<file path="config.mk">
export PLATFORM = sky130hd
export DESIGN_NAME = fft_bitrev_reorder
export DESIGN_NICKNAME = d
export VERILOG_FILES = /design/src/rtl/fft_pkg.sv /design/src/rtl/fft_pp_bank.sv /design/src/rtl/fft_bitrev_reorder.sv
export SDC_FILE = /design/constraint.sdc
export NUM_CORES = 1
export LEC_CHECK = 0
export ABC_CLOCK_PERIOD_IN_PS = 4280
export CAP_MARGIN = 20
export CORE_MARGIN = 2
export CORE_UTILIZATION = 45
export DETAILED_ROUTE_END_ITERATION = 12
export GPL_TIMING_DRIVEN = 0
export MAX_ROUTING_LAYER = met4
export PLACE_DENSITY = 0.67
export SLEW_MARGIN = 10
export SYNTH_ARGS = -nofsm -noshare
export SYNTH_HDL_FRONTEND = slang
export SYNTH_SLANG_ARGS = --single-unit
</file>
<file path="constraint.sdc">
create_clock -name clk -period 4.28 [get_ports clk]
set_clock_uncertainty 0.15 [all_clocks]
set_input_delay 1.284 -clock clk [delete_from_list [all_inputs] [get_ports clk]]
set_output_delay 1.284 -clock clk [all_outputs]
set_load 0.05 [all_outputs]
</file>
<file path="src/rtl/fft_pkg.sv">
// Shared FFT types and helpers used by radix22_top and the output reorder buffer.
package fft_pkg;

  localparam int unsigned FFT_DATA_WIDTH = 16;
  localparam int unsigned FFT_N_POINTS   = 16;
  localparam int unsigned FFT_LOG2N      = $clog2(FFT_N_POINTS);

  typedef struct packed {
    logic signed [FFT_DATA_WIDTH-1:0] re;
    logic signed [FFT_DATA_WIDTH-1:0] im;
  } cplx_t;

  function automatic int unsigned log2n(input int unsigned n);
    return $clog2(n);
  endfunction

  // Reverse the low 'width' bits of k; shift-based so no variable bit selects.
  function automatic logic [31:0] bitrev(input logic [31:0] k, input int unsigned width);
    logic [31:0] src;
    logic [31:0] res;
    src = k;
    res = '0;
    for (int unsigned i = 0; i < width; i++) begin
      res = (res << 1) | (src & 32'd1);
      src = src >> 1;
    end
    return res;
  endfunction

endpackage

</file>
<file path="src/rtl/fft_pp_bank.sv">
// One N-entry complex register bank: synchronous write, asynchronous read.
module fft_pp_bank #(
  parameter  int unsigned WIDTH = 32,
  parameter  int unsigned DEPTH = 16,
  localparam int unsigned AW    = $clog2(DEPTH)
) (
  input  logic             clk,
  input  logic             we,
  input  logic [AW-1:0]    waddr,
  input  logic [WIDTH-1:0] wdata,
  input  logic [AW-1:0]    raddr,
  output logic [WIDTH-1:0] rdata
);

  logic [WIDTH-1:0] mem [DEPTH];

  // Contents are deliberately not reset; the full flags gate every read.
  always_ff @(posedge clk) begin
    if (we) mem[waddr] <= wdata;
  end

  assign rdata = mem[raddr];

endmodule

</file>
<file path="src/rtl/fft_bitrev_reorder.sv">
// Ping-pong reorder buffer: takes bit-reversed FFT frames, replays them in natural bin order.
module fft_bitrev_reorder
  import fft_pkg::*;
#(
  parameter  int unsigned DATA_WIDTH = FFT_DATA_WIDTH,
  parameter  int unsigned N_POINTS   = FFT_N_POINTS,
  localparam int unsigned LOG2N      = $clog2(N_POINTS)
) (
  input  logic                  clk,
  input  logic                  rst,
  input  logic                  en,
  input  logic                  in_valid,
  output logic                  in_ready,
  input  logic [DATA_WIDTH-1:0] in_re,
  input  logic [DATA_WIDTH-1:0] in_im,
  output logic                  out_valid,
  input  logic                  out_ready,
  output logic [DATA_WIDTH-1:0] out_re,
  output logic [DATA_WIDTH-1:0] out_im,
  output logic [LOG2N-1:0]      out_idx,
  output logic                  out_last
);

  localparam int unsigned      CW   = 2 * DATA_WIDTH;
  localparam logic [LOG2N-1:0] LAST = LOG2N'(N_POINTS - 1);

  logic [1:0]       full;
  logic             wsel;
  logic             rsel;
  logic [LOG2N-1:0] wcnt;
  logic [LOG2N-1:0] ridx;

  logic             in_fire;
  logic             out_fire;
  logic             wr_done;
  logic             rd_done;
  logic [1:0]       we;
  logic [1:0]       full_set;
  logic [1:0]       full_clr;
  logic [LOG2N-1:0] waddr;
  logic [CW-1:0]    wdata;
  logic [CW-1:0]    rdata0;
  logic [CW-1:0]    rdata1;
  logic [CW-1:0]    rdata;

  // Handshakes, bank steering and gated read outputs, all from registered state.
  always_comb begin
    in_ready  = rst & en & ~full[wsel];
    in_fire   = in_valid & in_ready;
    out_valid = en & full[rsel];
    out_fire  = out_valid & out_ready;
    wr_done   = in_fire & (wcnt == LAST);
    rd_done   = out_fire & (ridx == LAST);
    waddr     = LOG2N'(bitrev(32'(wcnt), LOG2N));
    wdata     = {in_re, in_im};
    we        = 2'b00;
    full_set  = 2'b00;
    full_clr  = 2'b00;
    if (in_fire) we[wsel]       = 1'b1;
    if (wr_done) full_set[wsel] = 1'b1;
    if (rd_done) full_clr[rsel] = 1'b1;
    rdata     = rsel ? rdata1 : rdata0;
    out_re    = out_valid ? rdata[CW-1:DATA_WIDTH] : '0;
    out_im    = out_valid ? rdata[DATA_WIDTH-1:0]  : '0;
    out_idx   = out_valid ? ridx : '0;
    out_last  = out_valid & (ridx == LAST);
  end

  // Writer and reader never touch the same bank, so set and clear never collide.
  always_ff @(posedge clk or negedge rst) begin
    if (!rst) begin
      full <= 2'b00;
      wsel <= 1'b0;
      rsel <= 1'b0;
      wcnt <= '0;
      ridx <= '0;
    end else begin
      full <= (full | full_set) & ~full_clr;
      if (in_fire) begin
        wcnt <= wcnt + LOG2N'(1);
        if (wr_done) wsel <= ~wsel;
      end
      if (out_fire) begin
        ridx <= ridx + LOG2N'(1);
        if (rd_done) rsel <= ~rsel;
      end
    end
  end

  fft_pp_bank #(.WIDTH(CW), .DEPTH(N_POINTS)) u_bank0 (
    .clk   (clk),
    .we    (we[0]),
    .waddr (waddr),
    .wdata (wdata),
    .raddr (ridx),
    .rdata (rdata0)
  );

  fft_pp_bank #(.WIDTH(CW), .DEPTH(N_POINTS)) u_bank1 (
    .clk   (clk),
    .we    (we[1]),
    .waddr (waddr),
    .wdata (wdata),
    .raddr (ridx),
    .rdata (rdata1)
  );

endmodule

</file>
## Word level (Yosys, flattened, before mapping)

Memory sizes are Yosys's and may differ from the RTL's.
Cells that the tools add are included.

| storage, ports and cells | value |
|---|---|
| bits in registers | 12 |
| latch bits | 0 |
| memory bits (writable) | 1024 |
| bits in read-only memories | 0 |
| bits of input ports | 37 |
| output and inout bits | 39 |
| logic and storage cells | 55 |
| memories | 2 |

Memory list:

| memory | words | width | read ports | clocked after memory_dff | wr ports | line | RTL |
|---|---|---|---|---|---|---|---|
| u_bank0.mem | 16 | 32 | 1 | 0 | 1 | fft_pp_bank.sv:15 | `logic [WIDTH-1:0] mem [DEPTH];` |
| u_bank1.mem | 16 | 32 | 1 | 0 | 1 | fft_pp_bank.sv:15 |  |

| operators by class | value |
|---|---|
| add/sub/neg operators | 2 |
| $mul | 0 |
| div/mod/pow operators | 0 |
| order comparisons | 4 |
| equality and inequality tests | 2 |
| shifts and indexed selects | 0 |
| multiplexer cells | 19 |
| bitwise logic cells | 17 |
| reduce and logical (&&, ||, !) cells | 4 |

Operator list:

| kind | number |
|---|---|
| 16-bit 2-to-1 mux | 2 |
| 32-bit 2-to-1 mux | 1 |
| 1-bit 2-to-1 mux | 10 |
| 4-bit by 1-bit adder with 4-bit output, second input constant | 2 |
| 1-bit AND | 8 |
| 4-bit == test, second input constant | 2 |
| 2-bit 2-to-1 mux | 3 |
| 1-bit by 2-bit less-than comparator with 1-bit output, second input constant | 2 |
| 4-bit 2-to-1 mux | 1 |
| 4-bit by 1-bit OR with 4-bit output | 1 |
| 2-bit AND reduction | 2 |
| 1-bit inverter | 3 |
| 3-bit by 1-bit OR with 3-bit output | 1 |
| 2-bit AND | 1 |
| 1-bit demux with 1-bit select | 2 |
| 1-bit >= comparator, second input constant | 2 |
| 1-bit logical AND | 2 |
| 2-bit inverter | 1 |
| 2-bit by 1-bit OR with 2-bit output | 1 |
| 2-bit OR | 1 |

## Logic depth before layout (Yosys ltp)

| depth | value |
|---|---|
| depth after elaboration | 9 |
| depth in mapped cells | 8 |
| mapped depth without buffers | 4 |

## Modules after synthesis

From an unflattened synthesis, not the netlist that was laid out.

| unflattened totals | value |
|---|---|
| cells, all modules | 1745 |
| area, all modules | 39601.7 µm² |

Modules (own cells, without submodules):

| module | times used | cells an instance | area an instance (µm²) | seq. area each (µm²) |
|---|---|---|---|---|
| fft_pp_bank | 2 | 806 | 19213.4 | 15374.7 |
| fft_bitrev_reorder | 1 | 133 | 1174.9 | 300.3 |

## Worst setup path before layout

No wires, ideal clock.

| timing path | value |
|---|---|
| path kind | input -> register |
| from | input en |
| to | memory u_bank1.mem[4][0] (enable) |
| setup time | 0.461 ns |
| arrival time | 4.264 ns |
| data required time | 3.669 ns |
| setup slack | -0.595 ns |
| cell stages on the path | 5 |
| path buffers | 1 |
| path through | clkbuf_1 > nand3_1 > nor3_1 > nand2_1 > nor3_1 |

| between the ends | value |
|---|---|
| longest elaborated chain between the ends | 6 |

Ends and longest elaborated chain:

| element | line | RTL |
|---|---|---|
| start, declared | fft_bitrev_reorder.sv:11 | `input logic en,` |
| 1-bit AND (2 in a row) | fft_bitrev_reorder.sv:48 | `in_ready = rst & en & ~full[wsel];` |
| 1-bit AND | fft_bitrev_reorder.sv:49 | `in_fire = in_valid & in_ready;` |
| 2-bit 2-to-1 mux | fft_bitrev_reorder.sv:59 | `if (in_fire) we[wsel] = 1'b1;` |
| 1-bit 2-to-1 mux | fft_pp_bank.sv:19 | `if (we) mem[waddr] <= wdata;` |
| 1-bit 2-to-1 mux (not written as such) | fft_pp_bank.sv:19 |  |
| end, declared | fft_pp_bank.sv:15 |  |

No other way between the ends.

## Final worst setup path

| timing path | value |
|---|---|
| from | register ridx[1] |
| to | output out_im[12] |

| between the ends | value |
|---|---|
| longest elaborated chain between the ends | 3 |
| elaborated cells on any way between the ends | 4 |
| classes of those cells | 2 x mux; 2 x memory |

Ends and longest elaborated chain:

| element | line | RTL |
|---|---|---|
| start, declared | fft_bitrev_reorder.sv:31 | `logic [LOG2N-1:0] ridx;` |
| start signal, assigned | fft_bitrev_reorder.sv:84 | `ridx <= ridx + LOG2N'(1);` |
| memory 16 x 32 bit | -- |  |
| 32-bit 2-to-1 mux * | fft_bitrev_reorder.sv:62 | `rdata = rsel ? rdata1 : rdata0;` |
| 16-bit 2-to-1 mux * | fft_bitrev_reorder.sv:64 | `out_im = out_valid ? rdata[DATA_WIDTH-1:0] : '0;` |
| end, declared | fft_bitrev_reorder.sv:19 | `output logic [DATA_WIDTH-1:0] out_im,` |

Every way passes the cells marked *; elsewhere a longest branch is shown, timed or not.

==> flow_metrics.env <==
export IMPL_ir_drop_v=0.0003168
export IMPL_syn_to_final_growth_pct=22.01
export IMPL_antenna_found_initial=2
export IMPL_synthFlopType="edfxtp_1"
export IMPL_clock_latency_ns=0.65
export IMPL_path_buf_inv=4
export IMPL_globalplace_congestion=0.8141
export IMPL_coreArea_um2=87970
export IMPL_grt_pass1_wl_mm=139.1
export IMPL_ctsHtreeMaxLevel=3
export IMPL_cts_buffers=96
export IMPL_synth_edff_count=1024
export IMPL_cts_tree="yes"
export IMPL_synth_warnings=0
export IMPL_drt_wl_total_mm=98.29
export IMPL_fp_dieH_um=301.4
export IMPL_setup_slack_ns=-0.2070
export IMPL_nNetsFinal=2061
export IMPL_drc=0
export IMPL_crit_family="multiplexers"
export IMPL_dp_cells=3036
export IMPL_cts_hold_buf=0
export IMPL_drtAntennaViolNets=0
export IMPL_hpwl_mm=60.30
export IMPL_synth_common_cells="edfxtp_1 (1,024), mux4_2 (256), nand2_1 (91)"
export IMPL_synth_cell_types=39
export IMPL_num_vias=19726
export IMPL_p_leak_nw=15.21
export IMPL_ys_async_sr_fraction_pct=1.158
export IMPL_maxCapViolations=0
export IMPL_synth_fp_nets=1797
export IMPL_first_iter_violations=2480
export IMPL_cpMaxStageDelayCell="mux4_2"
export IMPL_port_buffers=75
export IMPL_layout_drive_gt1_share_pct=38.13
export IMPL_cts_sinks=1036
export IMPL_synth_area_leader_cell="edfxtp_1"
export IMPL_finalMaxSlewViolations=0
export IMPL_cpPeakStageDelay_ns=0.54
export IMPL_post_route_util_pct=55.20
export IMPL_drt_first_pass_iters=7
export IMPL_die_w_um=301.4
export IMPL_worstPathRequired_ns=2.85
export IMPL_crit_fanout=8
export IMPL_period_needed_ns=4.487
export IMPL_ioPinCount=76
export IMPL_max_freq_ghz=0.2229
export IMPL_vias_per_cell=6.042
export IMPL_syn_inst=1755
export IMPL_synth_top_area_share_pct=77.26
export IMPL_track_usage_pct=22.08
export IMPL_critPathMostFrequentCell="buf_12"
export IMPL_hold_violations=0
export IMPL_yosysMostFrequentCell="edfxtp_1"
export IMPL_wl_met2_mm=48.30
export IMPL_grt_max_degree=33
export IMPL_rsz0062_at_grt="true"
export IMPL_drt_met1_wl_mm=39.03
export IMPL_holdCritPathClass="primary input to async pin"
export IMPL_crit_type="flop to output port"
export IMPL_relSlewSlack_pct=27.52
export IMPL_synthTopCellsByArea="edfxtp_1 (77%), mux4_2 (14%), mux2i_1 (1.1%)"
export IMPL_power_density_nw_per_um2=556.9
export IMPL_fin_cells=3265
export IMPL_cp_cell_sequence="buf_12 > buf_12 > buf_12 > mux4_2 > mux2i_2 > o22ai_4 > a221o_2 > buf_6"
export IMPL_dr_max_layer_used="met4"
export IMPL_grt_overflow=0
export IMPL_dieArea_um2=90840
export IMPL_worst_pin_slew_ns=1.084
export IMPL_clk_pin_slew_ns=0.07
export IMPL_seq_area_frac_synth_pct=78.02
export IMPL_wl_met3_mm=8.362
export IMPL_post_route_period_util_pct=104.8
export IMPL_grt_pass1_vias=20040
export IMPL_wl_per_cell_um=30.11
export IMPL_status="finished with violations"
export IMPL_violations="setup timing"
export IMPL_syn_cell_area_um2=39800
export IMPL_cts_root_buf="clkbuf_16"
export IMPL_initial_core_util_pct=45.24
export IMPL_setup_viol=32
export IMPL_synth_seq_cells=1036
export IMPL_std_cell_rows=109
export IMPL_crit_path_start_kind="flop"
export IMPL_worstSetupEndpointType="output port"
export IMPL_avgSynthCellArea_um2=22.68
export IMPL_worst_ep_arrival_time_ns=3.05
export IMPL_cts_max_path_buffers=3
[routing by layer]
layer / global-route usage (%) / vias up
li1: - / 8001
met1: 30.13 / 10603
met2: 34.61 / 972
met3: 3.516 / 150
met4: 6.657 / 0
met5: - / -
[worst reg2reg max path, stage by stage (launching register included)]
cell and delay (ns):
dfrtp_1 0.33, clkbuf_1 0.31, inv_1 0.16, nor3_1 0.57
nand2_1 0.48, nor3_4 0.80, buf_8 0.27
[cells in the final DEF, fill, tap and decap left out, drive strengths merged, types with 21 or more instances in the layout]
| cell | netlist | final |
|---|---|---|
| edfxtp | 1024 | 1024 |
| mux4 | 256 | 256 |
| buf | 56 | 184 |
| clkbuf | 41 | 157 |
| nand2 | 91 | 91 |
| clkinv | 0 | 48 |
| mux2i | 43 | 43 |
| mux2 | 33 | 33 |
| clkdlybuf4s50 | 0 | 25 |
| nor2 | 22 | 22 |
| and3 | 21 | 21 |
[metrics by stage]
step           TNS [ns]  setup WS, ns  total power [mW]  hold WS [ns]  instance area, um2
2_1_floorplan         0       0.01757             15.25        0.4141               39880
3_3_place_gp   -1562.09        -2.347             16.71        0.4556               42090
3_5_place_dp    -249.87        -1.799             16.90        0.4634               43080
4_1_cts          -4.783       -0.2148             26.62        0.4673               47820
5_1_grt          -5.946       -0.2872             27.85        0.4994               48560
6_report         -4.021       -0.2070             27.04        0.4886               48560
[area by class of cell]
cell class / instances / area [um2]
well taps: 1165 / 1458
clock inverters: 67 / 660.6
plain buffers: 97 / 1146
multi-input cells: 617 / 9393
repair buffers: 166 / 2331
inverters: 5 / 18.77
fillers: 6255 / 39410
flip-flops and latches: 1036 / 31050
clock buffers: 110 / 2497
diodes: 2 / 5.005
[sequential cells by signal, indices dropped and copies added (netlist names)]
signal / count
u_bank0.mem: 512
u_bank1.mem: 512
ridx: 4
wcnt: 4
full: 2
rsel: 1
wsel: 1
[kinds of logic (layout without fill, tap and decap cells)]
family | after synthesis | in the layout | synth area share (%)
buffers and inverters | 102 | 445 | 1.207
multiplexers | 332 | 332 | 16.50
other | 0 | 2 | 0
AO/OA/AOI/OAI | 102 | 102 | 1.990
XOR/XNOR | 8 | 8 | 0.1761
adder cells (fa/ha/maj) | 5 | 5 | 0.1572
flip-flops | 1036 | 1036 | 78.02
AND/OR/NAND/NOR | 170 | 170 | 1.952
[worst paths after layout]
path                                startpoint                           end  slack, ns  depth (start not counted)
min                                        rst              wsel$_DFFE_PN0P_       0.49                          1
max reg2reg                   wsel$_DFFE_PN0P_  u_bank1.mem[0][21]$_DFFE_PP_       0.89                          6
max in group asynchronous                  rst           wcnt[2]$_DFFE_PN0P_       3.21                          1
min reg2reg                  full[1]$_DFF_PN0_             full[1]$_DFF_PN0_       0.51                          1
max                        ridx[1]$_DFFE_PN0P_                    out_im[12]      -0.21                          8
min in group clk             full[1]$_DFF_PN0_             full[1]$_DFF_PN0_       0.51                          1
[power breakdown]
group          internal, mW  switching (mW)  total (mW)  leakage [nW]
clock network          4.96            3.65        8.61          1.55
registers              11.3          0.0648        11.4          9.36
logic                  3.54            3.50        7.04          4.29
total                  19.8            7.21        27.0          15.2
[repair_timing]
item,CTS,global route
setup buffers,14,8
setup endpoints to repair,39,36
cloned,6,6
pin swaps,12,17
gates resized for setup,554,74
Power figures use the tool's default switching activity.
